<file path="src/rtl/fpnew_pkg.sv">
// Subset of the fpnew_pkg types used by the integer-to-float cast scheduler.
package fpnew_pkg;

  typedef enum logic [2:0] {
    RNE = 3'b000,
    RTZ = 3'b001,
    RDN = 3'b010,
    RUP = 3'b011,
    RMM = 3'b100,
    ROD = 3'b101,
    DYN = 3'b111
  } roundmode_e;

  typedef enum logic [1:0] {
    INT8,
    INT16,
    INT32,
    INT64
  } int_format_e;

  typedef struct packed {
    logic NV;
    logic DZ;
    logic OF;
    logic UF;
    logic NX;
  } status_t;

endpackage

</file>
<file path="src/rtl/fpnew_i2f_sched_if.sv">
// Bundle between the scheduler and the shared cast unit (issue side and result side).
interface fpnew_i2f_sched_if #(
  parameter int unsigned SrcWidth = 64,
  parameter int unsigned DstWidth = 32,
  parameter int unsigned IdxWidth = 2
) ();
  import fpnew_pkg::*;

  // Both directions: a transfer happens on a cycle where valid && ready; the
  // source holds valid and payload stable until that cycle.
  logic                cast_valid_o;
  logic                cast_ready_i;
  logic [SrcWidth-1:0] cast_operand_o;
  roundmode_e          cast_rnd_mode_o;
  logic                cast_op_mod_o;
  int_format_e         cast_int_fmt_o;
  logic [IdxWidth-1:0] cast_tag_o;

  logic                cast_valid_i;
  logic                cast_ready_o;
  logic [DstWidth-1:0] cast_result_i;
  status_t             cast_status_i;
  logic [IdxWidth-1:0] cast_tag_i;

  logic                cast_flush_o;

  modport master (
    output cast_valid_o, cast_operand_o, cast_rnd_mode_o, cast_op_mod_o,
    output cast_int_fmt_o, cast_tag_o, cast_ready_o, cast_flush_o,
    input  cast_ready_i, cast_valid_i, cast_result_i, cast_status_i, cast_tag_i
  );

  modport slave (
    input  cast_valid_o, cast_operand_o, cast_rnd_mode_o, cast_op_mod_o,
    input  cast_int_fmt_o, cast_tag_o, cast_ready_o, cast_flush_o,
    output cast_ready_i, cast_valid_i, cast_result_i, cast_status_i, cast_tag_i
  );

endinterface

</file>
<file path="src/rtl/fpnew_rr_lock_arb.sv">
// Round-robin arbiter whose grant is frozen while an offered request waits for ready.
module fpnew_rr_lock_arb #(
  parameter int unsigned NumReq = 4,
  localparam int unsigned IdxWidth = $clog2(NumReq)
) (
  input  logic                clk_i,
  input  logic                rst_ni,
  input  logic                flush_i,
  input  logic [NumReq-1:0]   valid_i,
  input  logic                issue_i,
  input  logic                stall_i,
  output logic [IdxWidth-1:0] gnt_idx_o,
  output logic                gnt_valid_o,
  output logic                lock_o
);

  logic [IdxWidth-1:0] prio_q, prio_d;
  logic                lock_q, lock_d;
  logic [IdxWidth-1:0] lock_idx_q, lock_idx_d;
  logic [IdxWidth-1:0] free_idx;
  logic                found;

  // First valid requester at or after the pointer, wrapping modulo NumReq.
  always_comb begin
    free_idx = prio_q;
    found    = 1'b0;
    for (int unsigned k = 0; k < NumReq; k++) begin
      int unsigned pos;
      pos = 32'(prio_q) + k;
      if (pos >= NumReq) pos = pos - NumReq;
      if (!found && valid_i[IdxWidth'(pos)]) begin
        found    = 1'b1;
        free_idx = IdxWidth'(pos);
      end
    end
  end

  assign gnt_idx_o   = lock_q ? lock_idx_q : free_idx;
  assign gnt_valid_o = valid_i[gnt_idx_o];
  assign lock_o      = lock_q;

  always_comb begin
    prio_d     = prio_q;
    lock_d     = lock_q;
    lock_idx_d = lock_idx_q;
    if (flush_i) begin
      lock_d = 1'b0;
    end else if (issue_i) begin
      prio_d = (gnt_idx_o == IdxWidth'(NumReq - 1)) ? '0 : gnt_idx_o + IdxWidth'(1);
      lock_d = 1'b0;
    end else if (stall_i) begin
      lock_d     = 1'b1;
      lock_idx_d = gnt_idx_o;
    end
  end

  always_ff @(posedge clk_i) begin
    if (!rst_ni) begin
      prio_q     <= '0;
      lock_q     <= 1'b0;
      lock_idx_q <= '0;
    end else begin
      prio_q     <= prio_d;
      lock_q     <= lock_d;
      lock_idx_q <= lock_idx_d;
    end
  end

endmodule

</file>
<file path="src/rtl/fpnew_i2f_sched.sv">
// Shares one integer-to-float cast unit among NumReq requesters: arbitrates, tags,
// routes in-order results back by tag, caps in-flight ops and keeps sticky flags.
module fpnew_i2f_sched import fpnew_pkg::*; #(
  parameter int unsigned NumReq      = 4,
  parameter int unsigned SrcWidth    = 64,
  parameter int unsigned DstWidth    = 32,
  parameter int unsigned MaxInflight = 4
) (
  input  logic                             clk_i,
  input  logic                             rst_ni,
  input  logic                             flush_i,
  input  logic [NumReq-1:0]                req_valid_i,
  output logic [NumReq-1:0]                req_ready_o,
  input  logic [NumReq-1:0][SrcWidth-1:0]  req_operand_i,
  input  roundmode_e [NumReq-1:0]          req_rnd_mode_i,
  input  logic [NumReq-1:0]                req_op_mod_i,
  input  int_format_e [NumReq-1:0]         req_int_fmt_i,
  output logic [NumReq-1:0]                rsp_valid_o,
  input  logic [NumReq-1:0]                rsp_ready_i,
  output logic [DstWidth-1:0]              rsp_result_o,
  output status_t                          rsp_status_o,
  output status_t [NumReq-1:0]             flags_o,
  input  logic [NumReq-1:0]                flags_clr_i,
  fpnew_i2f_sched_if.master                cast,
  output logic                             busy_o
);

  localparam int unsigned IdxWidth = $clog2(NumReq);
  localparam int unsigned CntWidth = $clog2(MaxInflight + 1);
  localparam logic [CntWidth-1:0] MaxCnt = CntWidth'(MaxInflight);

  logic [CntWidth-1:0] cnt_q, cnt_d;
  status_t [NumReq-1:0] flags_q, flags_d;

  logic [IdxWidth-1:0] gnt_idx;
  logic gnt_valid, lock;
  logic allowed, issue_hs, stall, rsp_hs, tag_ok;

  fpnew_rr_lock_arb #(.NumReq(NumReq)) i_arb (
    .clk_i       (clk_i),
    .rst_ni      (rst_ni),
    .flush_i     (flush_i),
    .valid_i     (req_valid_i),
    .issue_i     (issue_hs),
    .stall_i     (stall),
    .gnt_idx_o   (gnt_idx),
    .gnt_valid_o (gnt_valid),
    .lock_o      (lock)
  );

  // No credit bypass: a full counter blocks issue even if a result leaves this cycle.
  assign allowed  = (cnt_q < MaxCnt) && !flush_i;
  assign issue_hs = cast.cast_valid_o && cast.cast_ready_i;
  assign stall    = cast.cast_valid_o && !cast.cast_ready_i;

  assign cast.cast_valid_o    = allowed && gnt_valid;
  assign cast.cast_operand_o  = req_operand_i[gnt_idx];
  assign cast.cast_rnd_mode_o = req_rnd_mode_i[gnt_idx];
  assign cast.cast_op_mod_o   = req_op_mod_i[gnt_idx];
  assign cast.cast_int_fmt_o  = req_int_fmt_i[gnt_idx];
  assign cast.cast_tag_o      = gnt_idx;
  assign cast.cast_flush_o    = flush_i;

  always_comb begin
    req_ready_o = '0;
    if (issue_hs) req_ready_o[gnt_idx] = 1'b1;
  end

  assign tag_ok = 32'(cast.cast_tag_i) < NumReq;

  // A flush drains the cast unit: accept everything, hand nothing to requesters.
  always_comb begin
    rsp_valid_o       = '0;
    cast.cast_ready_o = 1'b1;
    if (!flush_i) begin
      cast.cast_ready_o = tag_ok && rsp_ready_i[cast.cast_tag_i];
      if (cast.cast_valid_i && tag_ok) rsp_valid_o[cast.cast_tag_i] = 1'b1;
    end
  end

  assign rsp_hs       = cast.cast_valid_i && cast.cast_ready_o && !flush_i;
  assign rsp_result_o = cast.cast_result_i;
  assign rsp_status_o = cast.cast_status_i;

  always_comb begin
    cnt_d = cnt_q;
    if (flush_i) begin
      cnt_d = '0;
    end else if (issue_hs && !rsp_hs) begin
      cnt_d = cnt_q + CntWidth'(1);
    end else if (!issue_hs && rsp_hs) begin
      cnt_d = cnt_q - CntWidth'(1);
    end
  end

  // Clear first, then OR in the arriving status, so a same-cycle pair keeps the new status.
  always_comb begin
    flags_d = flags_q;
    for (int i = 0; i < NumReq; i++) begin
      if (flags_clr_i[i]) flags_d[i] = '0;
      if (rsp_hs && cast.cast_tag_i == IdxWidth'(i)) begin
        flags_d[i] = status_t'(flags_d[i] | cast.cast_status_i);
      end
    end
  end

  always_ff @(posedge clk_i) begin
    if (!rst_ni) begin
      cnt_q   <= '0;
      flags_q <= '0;
    end else begin
      cnt_q   <= cnt_d;
      flags_q <= flags_d;
    end
  end

  assign flags_o = flags_q;
  assign busy_o  = (cnt_q != '0) || lock;

`ifndef SYNTHESIS
  cnt_le_max: assert property (@(posedge clk_i) disable iff (!rst_ni) cnt_q <= MaxCnt);
  cnt_no_underflow: assert property (@(posedge clk_i) disable iff (!rst_ni)
    !(rsp_hs && !issue_hs && cnt_q == '0));
`endif

endmodule

</file>
<file path="src/flat_wrapper.sv">
// flat-port wrapper written by rule: the top's interface ports become plain ports
module fpnew_i2f_sched_flat import fpnew_pkg::*;
#(
  parameter int unsigned NumReq      = 4,
  parameter int unsigned SrcWidth    = 64,
  parameter int unsigned DstWidth    = 32,
  parameter int unsigned MaxInflight = 4
)
  (clk_i, rst_ni, flush_i, req_valid_i, req_ready_o, req_operand_i, req_rnd_mode_i, req_op_mod_i, req_int_fmt_i, rsp_valid_o, rsp_ready_i, rsp_result_o, rsp_status_o, flags_o, flags_clr_i, busy_o, cast_cast_valid_o, cast_cast_operand_o, cast_cast_rnd_mode_o, cast_cast_op_mod_o, cast_cast_int_fmt_o, cast_cast_tag_o, cast_cast_ready_o, cast_cast_flush_o, cast_cast_ready_i, cast_cast_valid_i, cast_cast_result_i, cast_cast_status_i, cast_cast_tag_i);
  fpnew_i2f_sched_if #(.SrcWidth(SrcWidth), .DstWidth(DstWidth)) cast_i ();
  input  logic clk_i;
  input  logic rst_ni;
  input  logic flush_i;
  input  logic [NumReq-1:0] req_valid_i;
  output logic [NumReq-1:0] req_ready_o;
  input  logic [NumReq-1:0][SrcWidth-1:0] req_operand_i;
  input  roundmode_e [NumReq-1:0] req_rnd_mode_i;
  input  logic [NumReq-1:0] req_op_mod_i;
  input  int_format_e [NumReq-1:0] req_int_fmt_i;
  output logic [NumReq-1:0] rsp_valid_o;
  input  logic [NumReq-1:0] rsp_ready_i;
  output logic [DstWidth-1:0] rsp_result_o;
  output status_t rsp_status_o;
  output status_t [NumReq-1:0] flags_o;
  input  logic [NumReq-1:0] flags_clr_i;
  output logic busy_o;
  output wire logic [$bits(cast_i.cast_valid_o)-1:0] cast_cast_valid_o;
  output wire logic [$bits(cast_i.cast_operand_o)-1:0] cast_cast_operand_o;
  output wire logic [$bits(cast_i.cast_rnd_mode_o)-1:0] cast_cast_rnd_mode_o;
  output wire logic [$bits(cast_i.cast_op_mod_o)-1:0] cast_cast_op_mod_o;
  output wire logic [$bits(cast_i.cast_int_fmt_o)-1:0] cast_cast_int_fmt_o;
  output wire logic [$bits(cast_i.cast_tag_o)-1:0] cast_cast_tag_o;
  output wire logic [$bits(cast_i.cast_ready_o)-1:0] cast_cast_ready_o;
  output wire logic [$bits(cast_i.cast_flush_o)-1:0] cast_cast_flush_o;
  input wire logic [$bits(cast_i.cast_ready_i)-1:0] cast_cast_ready_i;
  input wire logic [$bits(cast_i.cast_valid_i)-1:0] cast_cast_valid_i;
  input wire logic [$bits(cast_i.cast_result_i)-1:0] cast_cast_result_i;
  input wire logic [$bits(cast_i.cast_status_i)-1:0] cast_cast_status_i;
  input wire logic [$bits(cast_i.cast_tag_i)-1:0] cast_cast_tag_i;
  assign cast_cast_valid_o = cast_i.cast_valid_o;
  assign cast_cast_operand_o = cast_i.cast_operand_o;
  assign cast_cast_rnd_mode_o = cast_i.cast_rnd_mode_o;
  assign cast_cast_op_mod_o = cast_i.cast_op_mod_o;
  assign cast_cast_int_fmt_o = cast_i.cast_int_fmt_o;
  assign cast_cast_tag_o = cast_i.cast_tag_o;
  assign cast_cast_ready_o = cast_i.cast_ready_o;
  assign cast_cast_flush_o = cast_i.cast_flush_o;
  assign cast_i.cast_ready_i = cast_cast_ready_i;
  assign cast_i.cast_valid_i = cast_cast_valid_i;
  assign cast_i.cast_result_i = cast_cast_result_i;
  assign cast_i.cast_status_i = cast_cast_status_i;
  assign cast_i.cast_tag_i = cast_cast_tag_i;
  fpnew_i2f_sched #(.NumReq(NumReq), .SrcWidth(SrcWidth), .DstWidth(DstWidth), .MaxInflight(MaxInflight)) u_core (.clk_i(clk_i), .rst_ni(rst_ni), .flush_i(flush_i), .req_valid_i(req_valid_i), .req_ready_o(req_ready_o), .req_operand_i(req_operand_i), .req_rnd_mode_i(req_rnd_mode_i), .req_op_mod_i(req_op_mod_i), .req_int_fmt_i(req_int_fmt_i), .rsp_valid_o(rsp_valid_o), .rsp_ready_i(rsp_ready_i), .rsp_result_o(rsp_result_o), .rsp_status_o(rsp_status_o), .flags_o(flags_o), .flags_clr_i(flags_clr_i), .cast(cast_i), .busy_o(busy_o));
endmodule
</file>
<file path="config.mk">
export PLATFORM = sky130hd
export DESIGN_NAME = fpnew_i2f_sched_flat
export DESIGN_NICKNAME = d
export VERILOG_FILES = /design/src/rtl/fpnew_pkg.sv /design/src/rtl/fpnew_i2f_sched_if.sv /design/src/rtl/fpnew_rr_lock_arb.sv /design/src/rtl/fpnew_i2f_sched.sv /design/src/flat_wrapper.sv
export SDC_FILE = /design/constraint.sdc
export NUM_CORES = 1
export LEC_CHECK = 0
export CORE_AREA = 2 2 184 186
export DETAILED_ROUTE_END_ITERATION = 8
export DIE_AREA = 0 0 186 188
export HOLD_SLACK_MARGIN = 0.03
export PLACE_DENSITY_LB_ADDON = 0.12
export REMOVE_ABC_BUFFERS = 1
export SKIP_CTS_REPAIR_TIMING = 1
export SYNTH_ARGS = -nofsm -noshare
export SYNTH_HDL_FRONTEND = slang
export SYNTH_SLANG_ARGS = --single-unit
</file>
<file path="constraint.sdc">
create_clock -name clk_i -period 4.6 [get_ports clk_i]
set_input_delay 1.15 -clock clk_i [delete_from_list [all_inputs] [get_ports clk_i]]
set_output_delay 1.15 -clock clk_i [all_outputs]
set_load 0.01 [all_outputs]
</file>
==> results summary <==
For hold timing, the worst endpoint is u_core.i_arb.lock_idx_q[1]. The final critical-path share of the clock period is 0.9668. The min-delay analysis places its worst path in the category reg -> reg. The count of unresolved DRC violations after routing is 0. Ranked by total cell area, the synthesized netlist is headed by sky130_fd_sc_hd__mux2i_1, sky130_fd_sc_hd__dfxtp_1, sky130_fd_sc_hd__buf_4.

The clock period minus worst slack came out at 4.447 ns. The aggregate routed wire length is 29,100 um. After detailed routing, the average wire length per cell comes to 22.11 um. The total number of vias came out at 4,963. The total chip power is between 1500 and 2000 uW. The area share of the leading cell type in the synthesized netlist is 0.5395. The net switching power of the design is 645.3 uW. The number of endpoints failing setup at the final stage is 0. The clock insertion delay at the later pin of the skew report is between 0.2 and 0.3 ns. The maximum number of pins on one net before global-route repair is 27.

In this run, CTS created clock tree buffers numbering 3. The sum of overflow across all layers after global routing is 0. The setup path with the least slack is of type in -> out. The startpoint identified for the worst hold timing path is u_core.i_arb.lock_idx_q[1]. The number of enable-type register cells in the synthesized netlist came out at 0. The clock-pin slew on the worst setup and hold paths is 0.06 ns. The proportion of total power due to net switching is 0.3417. For this block, the initial DRC count from the detailed router was 96. The total number of nets in the final design came out at 1,209.

The clock skew came out at 0.0008394 ns. The post-detailed-placement half-perimeter wirelength is 25,730 um. The slack of the worst reg-to-reg path is 1.30 ns. The maximum fanout encountered on the critical timing path came out at 5.

In this run the cell area of the synthesized design comes to 3989 um2. Along the worst hold path, the cell count comes to 2. The first global-routing pass estimated 38,550 um of wire. The y dimension of the die came out at ~190 um.

The mean cell area of the mapped netlist is 8.984 um2. The final setup slack of the worst path came out at 0.1529 ns. The worst setup path is launched from an input port. The highest ir drop seen on vdd is 0.1698 mV. Across the run, the number of max-cap violations was 0. The pre-CTS setup slack is -0.4307 ns.

The final hold violation count came to 0. The aggregate global-route resource usage came out at 0.1561. After synthesis the netlist holds a flip-flop and latch count of 28.

The actual transition at the worst max-transition pin came out at 0.7528 ns. The power density normalized to cell area is 201.6 nW/um2. Before antenna repair, the detailed router went through 4 iterations. The internal power of the cells totals 1243 uW. Input and output buffers added on the ports amount to 412. The share of synthesized registers carrying an async set or reset came out at 0. The share of final-layout standard cells stronger than drive strength 1 came out at 0.1155. The buffer levels on the longest clock path came out at 2. The number of distinct library cells after synthesis is 40. The data arrival time at the worst-slack endpoint is 3.30 ns. The clock sink count is 28.

TritonCTS built the clock tree. The synthesized design spends more area on one cell type than any other, namely sky130_fd_sc_hd__mux2i_1. Setup repair after global routing left no endpoint under its margin. The routability-driven placement congestion ratio is between 0.8 and 0.9.

The detail-routed via count per cell came out at ~3.8. The leakage power is 0.004688 uW. For this run, the leading register cell type out of synthesis is sky130_fd_sc_hd__dfxtp_1. Ranked by instance count, the synthesized netlist is headed by sky130_fd_sc_hd__mux2i_1, sky130_fd_sc_hd__buf_4, sky130_fd_sc_hd__dfxtp_1, sky130_fd_sc_hd__nor2_1, sky130_fd_sc_hd__a21oi_1. The share of total power dissipated in sequential elements is 0.137. The proportion of synthesized chip area in sequential cells came out at 0.1405. The initial standard-cell utilization of the core is 0.1205. Yosys instantiated no cell more often than sky130_fd_sc_hd__mux2i_1. The final max-slew violation count is 0. The die area came out at around 35,000 um2.

The via count of the first global-routing pass came out at 5,250. The combinational share of power is 0.727. CTS built an H-tree with a depth of 1. The layout-stage area growth over the synthesis result came out at 134.8%.

The number of placed instances, taps included, is ~1,300. The launch instance of the worst register-to-register path is u_core.i_arb.prio_q[0]. The endpoint kind of the worst setup timing path is an output port. The share of total power dissipated in the clock network is 0.136.

The number of antenna violations at the first check in global routing is 8. The count of nets left with antenna violations once routing finished came out at 0. Counting cells, the worst reg-to-reg path comes to 14. Measured along the x axis, the die boundary spans around 190 um.

Synthesis produced about 440 cells. The library cell used as clock root buffer is sky130_fd_sc_hd__clkbuf_16. The critical register-to-register path endpoint is u_core.cnt_q[2]. During synthesis, Yosys emitted a total of 0 warnings.

The required time reported for the critical path endpoint came out at 3.45 ns. 477 I/O pins were placed. Static timing analysis puts the maximum clock frequency at 224.9 MHz. The floorplan core area came out at 33,110 um2. The number of cell rows is 67. The run finished with clean final reports.

The tightest slew margin relative to the limit is 0.4976. Leaving out filler cells and counting taps, the final layout contains 1,316. The filler cells instantiated in the layout total 3,502.
==> critical path, stage by stage <==
cell,delay [ns]
sky130_fd_sc_hd__clkdlybuf4s50_1,0.45
sky130_fd_sc_hd__nor2b_2,0.18
sky130_fd_sc_hd__or3_1,0.34
sky130_fd_sc_hd__o221ai_2,0.21
sky130_fd_sc_hd__inv_4,0.08
sky130_fd_sc_hd__mux2i_4,0.20
sky130_fd_sc_hd__nor4b_4,0.22
sky130_fd_sc_hd__buf_4,0.16
sky130_fd_sc_hd__and2_1,0.14
sky130_fd_sc_hd__dlymetal6s2s_1,0.16
==> power groups by stage <==
stage,Combinational [uW],Clock (uW),Sequential (uW)
3_3_place_gp,1370,0,264
3_5_place_dp,1360,0,263
4_1_cts,1370,272,258
5_1_grt,1470,282,260
6_report,1370,257,259
2_1_floorplan,542,0,261
==> cells in the final DEF (no fill, tap or decap), drive strengths merged, types with 2 or more instances in the layout <==
cell	n
buf	69
ha	5
or3	2
xor2	2
dfxtp	28
nor3	4
dlymetal6s2s	72
nor2	28
nor2b	25
and2	8
clkbuf	6
a21oi	27
nand2b	3
inv	6
clkdlybuf4s50	336
o21ai	2
mux2i	216
diode	2
nand2	8
==> flip-flops by register name (all words and copies together), names as in the netlist <==
name,count
u_core.i_arb.prio_q,2
u_core.i_arb.lock_idx_q,2
u_core.flags_o,20
u_core.cnt_q,3
u_core.i_arb.lock_o,1
==> metrics by stage <==
step	hold WS [ns]	utilization	instance area, um2	setup TNS, ns
after floorplan	0.4769	-	3570	-76.29
after CTS	0.5298	0.2697	8930	-17.50
after global routing	0.5553	0.2828	9363	0
after global placement	0.5195	0.2665	8825	-17.16
after detailed placement	0.5053	0.2665	8825	-16.07
final	0.5224	0.2829	9368	0
==> cells by family (layout without fill, tap and decap cells) <==
logic type,after synthesis,in the layout,synth area share
xor+xnor,2,2,0.004392
mux,217,217,0.5508
flops,28,28,0.1405
simple gates,86,86,0.1179
buf+inv,69,491,0.1114
compound gates,36,36,0.05426
fa+ha+maj,6,6,0.02070
other cells,0,2,0
==> final cells by class <==
type                    count  area, um2  share of cell area
diodes                      2      5.005           0.0005343
repair inverters            1      6.256           0.0006678
multi-input cells         347       3083              0.3291
inverters                   6      37.54            0.004007
clock buffers               3      75.07            0.008014
repair buffers            480       5010              0.5348
flip-flops and latches     28      560.5             0.05984
clock inverters             1      30.03            0.003206
well taps                 448      560.5             0.05984
==> per-layer routing <==
| metal | wire [um] | global-route usage |
|---|---|---|
| met1 | 10270 | 0.1611 |
| met2 | 14790 | 0.2782 |
| met3 | 3825 | 0.09691 |
| met4 | 138 | 0.009691 |
| met5 | 72 | 0 |
==> how the worst max path moves through the flow <==
| stage | endpoint | slack [ns] | cells after the start | start |
|---|---|---|---|---|
| after detailed placement | cast_cast_rnd_mode_o[1] | -0.43 | 10 | req_valid_i[2] |
| final | req_ready_o[0] | 0.15 | 10 | req_valid_i[2] |
| after CTS | cast_cast_rnd_mode_o[1] | -0.44 | 10 | req_valid_i[2] |
| after global routing | cast_cast_operand_o[63] | 0.02 | 10 | req_valid_i[2] |
| after global placement | cast_cast_rnd_mode_o[1] | -0.45 | 11 | req_valid_i[0] |
| after floorplan | req_ready_o[0] | -1.07 | 7 | req_valid_i[0] |
No activity file was read; power rests on OpenSTA's default activity.
